==> src/rtl/grf_scoreboard.sv <==
// grf_scoreboard: per-register pending-write tracker for the MIPS pipeline.
// Sits beside the D stage and raises a decode stall for any operand whose producer
// has not yet reached the GRF write port. A same-cycle W-stage retire is visible to
// decode, which matches the GRF write-through behaviour.
// Optional build macro: SB_WAW_STALL_EN serialises writes to the same register.
// With it, each counter stays at 0 or 1.
module grf_scoreboard #(
    parameter int unsigned CNT_W = 2,
    parameter int unsigned TOT_W = 7
) (
    input  logic             clk,
    input  logic             reset,
    input  logic             d_valid,
    input  logic [4:0]       d_rs,
    input  logic             d_rs_use,
    input  logic [4:0]       d_rt,
    input  logic             d_rt_use,
    input  logic             d_wr_en,
    input  logic [4:0]       d_wr_reg,
    input  logic             w_en,
    input  logic [4:0]       w_reg,
    input  logic             flush,
    output logic             stall,
    output logic             issue,
    output logic [31:0]      busy_vec,
    output logic [TOT_W-1:0] pending_total,
    output logic             err_underflow
);

    localparam logic [CNT_W-1:0] CntMax = {CNT_W{1'b1}};
    localparam logic [CNT_W-1:0] CntOne = CNT_W'(1);

    logic [31:0][CNT_W-1:0] cnt_q;
    logic [31:0][CNT_W-1:0] cnt_d;

    logic [31:0]      ret;     // retire this cycle, $0 excluded
    logic [31:0]      cnt_nz;  // current count non-zero
    logic [31:0]      eff_nz;  // count after the retire bypass is non-zero
    logic [31:0]      inc;
    logic [31:0]      dec;
    logic             rs_haz;
    logic             rt_haz;
    logic             sat;
    logic             waw;
    logic             err_d;
    logic [31:0]      busy_d;
    logic [TOT_W-1:0] total_d;

    // Retire bypass and effective (post-retire) occupancy for every register
    always_comb begin
        ret    = '0;
        cnt_nz = '0;
        eff_nz = '0;
        for (int r = 0; r < 32; r++) begin
            ret[r]    = w_en && (w_reg == 5'(r)) && (r != 0);
            cnt_nz[r] = (cnt_q[r] != '0);
            // eff = cnt - ret floored at 0; it is non-zero unless a lone entry retires now
            eff_nz[r] = cnt_nz[r] && !(ret[r] && (cnt_q[r] == CntOne));
        end
    end

    // Decode hazard detection and issue qualification
    always_comb begin
        rs_haz = d_rs_use && (d_rs != 5'd0) && eff_nz[d_rs];
        rt_haz = d_rt_use && (d_rt != 5'd0) && eff_nz[d_rt];
        // A full counter can still accept an issue if one of its entries retires now
        sat    = d_wr_en && (d_wr_reg != 5'd0) && (cnt_q[d_wr_reg] == CntMax)
                 && !ret[d_wr_reg];
`ifdef SB_WAW_STALL_EN
        waw    = d_wr_en && (d_wr_reg != 5'd0) && eff_nz[d_wr_reg];
`else
        waw    = 1'b0;
`endif
        stall  = d_valid && (rs_haz || rt_haz || sat || waw);
        issue  = d_valid && !stall;
    end

    // Next-state counters and sticky underflow flag
    always_comb begin
        cnt_d = cnt_q;
        err_d = err_underflow;
        inc   = '0;
        dec   = '0;
        for (int r = 0; r < 32; r++) begin
            inc[r] = issue && d_wr_en && (d_wr_reg == 5'(r)) && (r != 0);
            dec[r] = ret[r] && cnt_nz[r];
        end
        if (flush) begin
            // Flush wins over same-cycle traffic and leaves the error flag alone
            cnt_d = '0;
        end else begin
            for (int r = 0; r < 32; r++) begin
                cnt_d[r] = cnt_q[r] + CNT_W'(inc[r]) - CNT_W'(dec[r]);
            end
            if ((ret & ~cnt_nz) != '0) begin
                err_d = 1'b1;
            end
        end
    end

    // Summary outputs derived from the next-state counters
    always_comb begin
        busy_d  = '0;
        total_d = '0;
        for (int r = 0; r < 32; r++) begin
            busy_d[r] = (cnt_d[r] != '0);
            total_d   = total_d + TOT_W'(cnt_d[r]);
        end
    end

    // State register; reset beats flush, issue and retire
    always_ff @(posedge clk) begin
        if (reset) begin
            cnt_q         <= '0;
            busy_vec      <= '0;
            pending_total <= '0;
            err_underflow <= 1'b0;
        end else begin
            cnt_q         <= cnt_d;
            busy_vec      <= busy_d;
            pending_total <= total_d;
            err_underflow <= err_d;
        end
    end

endmodule

==> config.mk <==
export PLATFORM = sky130hd
export DESIGN_NAME = grf_scoreboard
export DESIGN_NICKNAME = d
export VERILOG_FILES = /design/src/rtl/grf_scoreboard.sv
export SDC_FILE = /design/constraint.sdc
export NUM_CORES = 1
export LEC_CHECK = 0
export CAP_MARGIN = 20
export CELL_PAD_IN_SITES_DETAIL_PLACEMENT = 1
export CELL_PAD_IN_SITES_GLOBAL_PLACEMENT = 2
export CORE_UTILIZATION = 39
export DETAILED_ROUTE_END_ITERATION = 10
export MAX_ROUTING_LAYER = met4
export PLACE_DENSITY_LB_ADDON = 0.1
export REMOVE_ABC_BUFFERS = 1
export SETUP_SLACK_MARGIN = 0.3
export SLEW_MARGIN = 20
export SYNTH_ARGS = -nofsm -noshare
export SYNTH_HDL_FRONTEND = slang
export SYNTH_SLANG_ARGS = --single-unit
==> constraint.sdc <==
create_clock -name clk -period 14.9 [get_ports clk]
set_input_delay 1.49 -clock clk [delete_from_list [all_inputs] [get_ports clk]]
set_output_delay 1.49 -clock clk [all_outputs]
set_load 0.02 [all_outputs]
==> results_dict.tcl, run 1 <==
set metrics [dict create \
    cts_made_buffers 9 \
    whs_ns 0.485 \
    wl_met1_um 15500 \
    finish.instance_area_um2 10500 \
    endpoint_kind "register" \
    wl_um 34500 \
    wl_per_cell_um 22.7 \
    cp_max_fo 33 \
    hold_viol 0 \
    cts_buffer_depth 2 \
    first_pass_iters 5 \
    ir_drop_v 0.0000431 \
    ctsResizeCount 0 \
    start_util 0.399 \
    antenna_found_initial 0 \
    grt-ovfl-total 0 \
    register_area_um2 2080 \
    ant_nets 0 \
    drc 0 \
    grt_pass1_vias 8542 \
    fp.dieH_um 157 \
    relSlewSlack 0.340 \
    cts_root_buffer "clkbuf_16" \
    numClockSinks 104 \
    nNetsFinal 1354 \
    final_layout_size_suffix_gt1_frac 0.0392 \
    p_leak_nw 4.50 \
    start_kind "input pin" \
    fin_crit_sh 0.748 \
    drt-initial-drc-count 523 \
    die_x_um 157 \
    yosysUniqueCellTypes 78 \
    grt_pass1_wl_um 52200 \
    crit_path_max_incr_delay_ns 1.09 \
    slowest_stage "clkdlybuf4s50_1" \
    clock_skew_ns 0.0160 \
    worstHoldPathType "register to register" \
    num_rows 56 \
    rsz0062_at_grt "false" \
    crit_type "input pin to register" \
    io_pins 70 \
    power_density_nw_per_um2 59.7 \
    port_buffers 69 \
    finalSetupViolations 0 \
    dpl.hpwl_um 26900 \
    synth_seq_area_share 0.222 \
    pre_cts_ws_ns 3.37 \
    async_flop_share 0 \
    yosysWarningCount 0 \
    cp.required_ns 15.12 \
    setup_ws_ns 3.75 \
    h-tree-depth 3 \
    syn_inst 1171 \
    highest_layer "met4" \
    route.met2.wl_um 15500 \
    dr_total_vias 8481 \
    status "complete, no violations" \
    layout_commonest_cell "nor2_1" \
    slew_violations 0 \
    synth_edf_count 0 \
    via_per_inst 5.59 \
    core_area_um2 23500 \
    syn_avg_cell_area_um2 8.02 \
    cap_viol_max_count 0 \
    wl_met3_um 1790 \
    final_cell_mix "172 x nor2_1, 151 x inv_1, 104 x dfxtp_1, 73 x ha_1, 70 x nand2b_1" \
    clk_pin_slew_ns 0.08 \
    grt_max_degree 88 \
    max_freq_mhz 89.7 \
    ctsHoldBuffers 0 \
    multiInputGateArea_um2 6390 \
    clk_latency_ns 0.36 \
    cts_tree "built" \
    syn2layout_area_growth_pct 11.8 \
    die-area_um2 24700 \
    tns_ns 0 \
    grt_usage 0.299 \
    arrival_ns 11.37 \
    worstMarginPinSlew_ns 0.988 \
    placed_area_um2 10200 \
    post_cts_buffers 0 \
    diodes 0 \
    synth_ff_type "dfxtp_1" \
    syn_area_um2 9390 \
    n_fill_cell 2900 \
    fin_crit_ns 11.15 \
    ys_ff_latch 104 \
    gp_congestion 0.942 \
]
per-layer routing:
metal  up-vias  track usage
met5         -            -
met4         0        0.143
met3        77       0.0449
met2       237        0.460
met1      4187        0.384
li1       3980            -
state kept, by name, indices dropped and copies added, names as in the netlist:
register	cells
busy_vec	32
cnt_q	64
err_underflow	1
pending_total	7
power breakdown:
part	switching (W)	leakage (nW)	internal, W
clock network	0.000121	0.143	0.000137
registers	0.000000519	0.838	0.000278
logic	0.0000621	3.52	0.0000280
cell families (layout without fill, tap and decap cells):
family	count (synthesis)	after routing	synth area share
AOI/OAI and AO/OA	168	168	0.124
and+or+nand+nor	475	475	0.262
muxes	6	6	0.00786
xor gates and xnor gates	67	67	0.0625
adders and majority gates	133	133	0.225
buffers and inverters	218	245	0.0974
DFF	104	104	0.222
stage by stage:
| step | power, W | std cells | util |
|---|---|---|---|
| after floorplan | 0.000324 | 1104 | - |
| after global placement | 0.000374 | 1501 | 0.433 |
| after detailed placement | 0.000374 | 1501 | 0.433 |
| after CTS | 0.000637 | 1517 | 0.446 |
| after global routing | 0.000652 | 1517 | 0.446 |
| final | 0.000627 | 1517 | 0.446 |
cell type report:
cell class	count	area share
tap	319	0.0380
sequential	104	0.198
inverter	151	0.0540
timing repair buffer	78	0.0711
clock inverter	5	0.00596
multi-input combinational	849	0.609
clock buffer	11	0.0231
worst max-delay path: cells and delay by family:
family,cells,cell delay [ns]
compound gates,6,1.70
xor+xnor,3,0.43
simple gates,5,1.23
buf+inv,10,1.86
fa+ha+maj,11,4.60
Yosys cell counts, drive strengths merged (3+ instances only):
master   number  area share
a211o         6      0.0056
a211oi       18       0.014
a21boi        6      0.0048
a21o          5      0.0040
a21oi        46       0.025
a22oi         4      0.0032
a31oi        14       0.011
and3          4      0.0027
and4          4      0.0040
and4b         3      0.0032
and4bb        3      0.0044
buf          38       0.025
clkbuf       29       0.012
dfxtp       104        0.22
fa           60        0.13
ha           73       0.097
inv         151       0.060
mux2i         4      0.0043
nand2        63       0.025
nand2b       70       0.047
nand3        41       0.022
nand3b        6      0.0048
nand4        45       0.034
nand4b        7      0.0065
nor2        173       0.069
nor2b        12      0.0080
nor3         17      0.0091
nor4          9      0.0060
o2111ai       5      0.0047
o211ai        5      0.0040
o21ai        16      0.0085
o22ai         5      0.0033
o31ai         9      0.0072
o32ai         5      0.0047
o41ai         3      0.0028
or2           4      0.0027
or3           5      0.0033
xnor2        62       0.058
xor2          5      0.0047
path summary, 6_finish.rpt:
path / start / endpoint / slack, ns / depth (start not counted)
setup / recovery: w_reg[1] / pending_total[5]$_SDFF_PP0_ / 3.75 / 35
hold / removal: err_underflow$_SDFFE_PP0P_ / err_underflow$_SDFFE_PP0P_ / 0.49 / 2
setup reg to reg: cnt_q[41]$_SDFF_PP0_ / pending_total[5]$_SDFF_PP0_ / 6.10 / 33
hold reg to reg: err_underflow$_SDFFE_PP0P_ / err_underflow$_SDFFE_PP0P_ / 0.49 / 2
No activity file was read; power rests on OpenSTA's default activity.
==> run 2: changes to the inputs <==
--- a/config.mk
+++ b/config.mk
@@ -8,7 +8,7 @@
 export CAP_MARGIN = 20
 export CELL_PAD_IN_SITES_DETAIL_PLACEMENT = 1
 export CELL_PAD_IN_SITES_GLOBAL_PLACEMENT = 2
-export CORE_UTILIZATION = 39
+export CORE_UTILIZATION = 36
 export DETAILED_ROUTE_END_ITERATION = 10
 export MAX_ROUTING_LAYER = met4
 export PLACE_DENSITY_LB_ADDON = 0.1
==> constraint.sdc (replaced) <==
create_clock -name clk -period 10.9 [get_ports clk]
set_input_delay 1.09 -clock clk [delete_from_list [all_inputs] [get_ports clk]]
set_output_delay 1.09 -clock clk [all_outputs]
set_load 0.02 [all_outputs]
==> run 2 against run 1 <==
  * Critical path type unchanged
  * Worst hold slack got worse by 0.0066 ns
  * Sequential share of layout area down 0.31 points
  * Sequential power rose by 37%
  * Total power up 37%
  * Critical path depth unchanged
  * Register-to-register slack worse by 3.7 ns
  * Non-clock buffer count up 18
  * Count of clock-buffer cells in the layout stayed put
  * Via count decreased by 0.20%
  * Clock skew decreased by 0.0036 ns
==> results_dict.tcl, run 2 (synthesis gave the netlist of run 1 again) <==
set metrics [dict create \
    status "complete, no violations" \
    p_int_w 0.000605 \
    fin_crit_ns 10.07 \
    fin_crit_sh 0.924 \
    cts_buffer_depth 2 \
    die_x_um 163 \
    cts_made_buffers 9 \
    pre_cts_ws_ns 0.442 \
    clk_pin_slew_ns 0.08 \
    first_pass_iters 5 \
    p_leak_nw 4.59 \
    p_seq_frac 0.445 \
    ant_nets 0 \
    p_sw_w 0.000253 \
    ir_drop_v 0.0000696 \
    cp_num_buf_inv 10 \
    cap_viol_max_count 0 \
    slew_violations 0 \
    cp_max_fo 19 \
    crit_path_max_incr_delay_ns 0.67 \
    final_layout_size_suffix_gt1_frac 0.0518 \
    gp_congestion 0.984 \
    grt_pass1_wl_um 53100 \
    post_cts_buffers 0 \
    drc 0 \
    max_freq_mhz 99.3 \
    start_util 0.370 \
    power_frac_clock 0.404 \
    start_kind "input pin" \
    slowest_stage "and2_1" \
    endpoint_kind "register" \
    syn2layout_area_growth_pct 13.5 \
    relSlewSlack 0.370 \
    fp.dieH_um 163 \
    ctsHoldBuffers 0 \
    ctsResizeCount 0 \
    grt-ovfl-total 0 \
    cp.required_ns 11.12 \
    num_rows 58 \
    arrival_ns 10.30 \
    worstMarginPinSlew_ns 0.945 \
    h-tree-depth 3 \
    hold_viol 0 \
    io_pins 70 \
    power_density_nw_per_um2 80.5 \
    dr_total_vias 8464 \
    via_per_inst 5.47 \
    grt_usage 0.280 \
    antenna_found_initial 1 \
    port_buffers 69 \
    cp_top_family "adder cells" \
    swShare 0.295 \
    setup_ws_ns 0.827 \
    largest_register "cnt_q" \
    core_area_um2 25400 \
    drt-initial-drc-count 592 \
    crit_type "input pin to register" \
    tns_ns 0 \
    grt_pass1_vias 8514 \
    numClockSinks 104 \
    cts_root_buffer "clkbuf_16" \
    worstHoldPathType "register to register" \
    die-area_um2 26700 \
    largest_reg_flops 64 \
    clock_skew_ns 0.0124 \
    combPwrFrac 0.151 \
    rsz0062_at_grt "false" \
    largestRegisters "cnt_q x64, busy_vec x32, pending_total x7" \
    finalSetupViolations 0 \
    grt_max_degree 86 \
    wl_per_cell_um 22.8 \
    dpl.hpwl_um 28300 \
    layout_commonest_cell "nor2_1" \
    clk_latency_ns 0.36 \
    final_cell_mix "173 x nor2_1, 151 x inv_1, 104 x dfxtp_1, 73 x ha_1, 70 x nand2b_1" \
    cts_tree "built" \
    nNetsFinal 1372 \
    wl_um 35200 \
]
-- run 2: per-layer routing --
layer | GRT usage | vias up | part of all wire
li1 | - | 4008 | -
met1 | 0.365 | 4199 | 0.46
met2 | 0.432 | 202 | 0.46
met3 | 0.0475 | 55 | 0.048
met4 | 0.105 | 0 | 0.034
met5 | - | - | 0
-- run 2: per-stage QoR --
stage	util	cells	instance area, um^2	power, W	hold slack (ns)
2_1_floorplan	-	1104	9040	0.000442	0.485
3_3_place_gp	0.408	1530	10400	0.000518	0.454
3_5_place_dp	0.408	1530	10400	0.000517	0.467
4_1_cts	0.420	1546	10700	0.000870	0.485
5_1_grt	0.420	1547	10700	0.000891	0.505
6_report	0.420	1547	10700	0.000858	0.479
-- run 2: power groups by stage --
| stage | combinational, W | sequential (W) | clock (W) |
|---|---|---|---|
| after global routing | 0.000137 | 0.000382 | 0.000372 |
| after floorplan | 0.0000511 | 0.000391 | 0 |
| after detailed placement | 0.000127 | 0.000390 | 0 |
| after CTS | 0.000128 | 0.000381 | 0.000360 |
| final | 0.000130 | 0.000381 | 0.000346 |
| after global placement | 0.000128 | 0.000390 | 0 |
-- run 2: cell type report --
cell class              count  area [um^2]
clock inverters             5         62.6
diodes                      1         2.50
well taps                 330          413
fillers                  3110        14700
repair buffers             96          906
flip-flops and latches    104         2080
multi-input cells         849         6390
clock buffers              11          233
inverters                 151          567
-- run 2: final timing paths --
| path | end | start | cells past startpoint | slack (ns) |
|---|---|---|---|---|
| max | pending_total[5]$_SDFF_PP0_ | w_reg[1] | 35 | 0.83 |
| min | err_underflow$_SDFFE_PP0P_ | err_underflow$_SDFFE_PP0P_ | 2 | 0.48 |
| max reg2reg | pending_total[5]$_SDFF_PP0_ | cnt_q[41]$_SDFF_PP0_ | 33 | 2.41 |
| min reg2reg | err_underflow$_SDFFE_PP0P_ | err_underflow$_SDFFE_PP0P_ | 2 | 0.48 |
-- run 2: worst register-to-register path, delay by kind of cell (launching register included) --
family / cells / cell delay, ns
mux: 1 / 0.18
fa+ha+maj: 11 / 4.55
buf+inv: 8 / 0.49
simple gates: 6 / 1.55
compound gates: 4 / 0.80
xor+xnor: 3 / 0.41
flops: 1 / 0.38
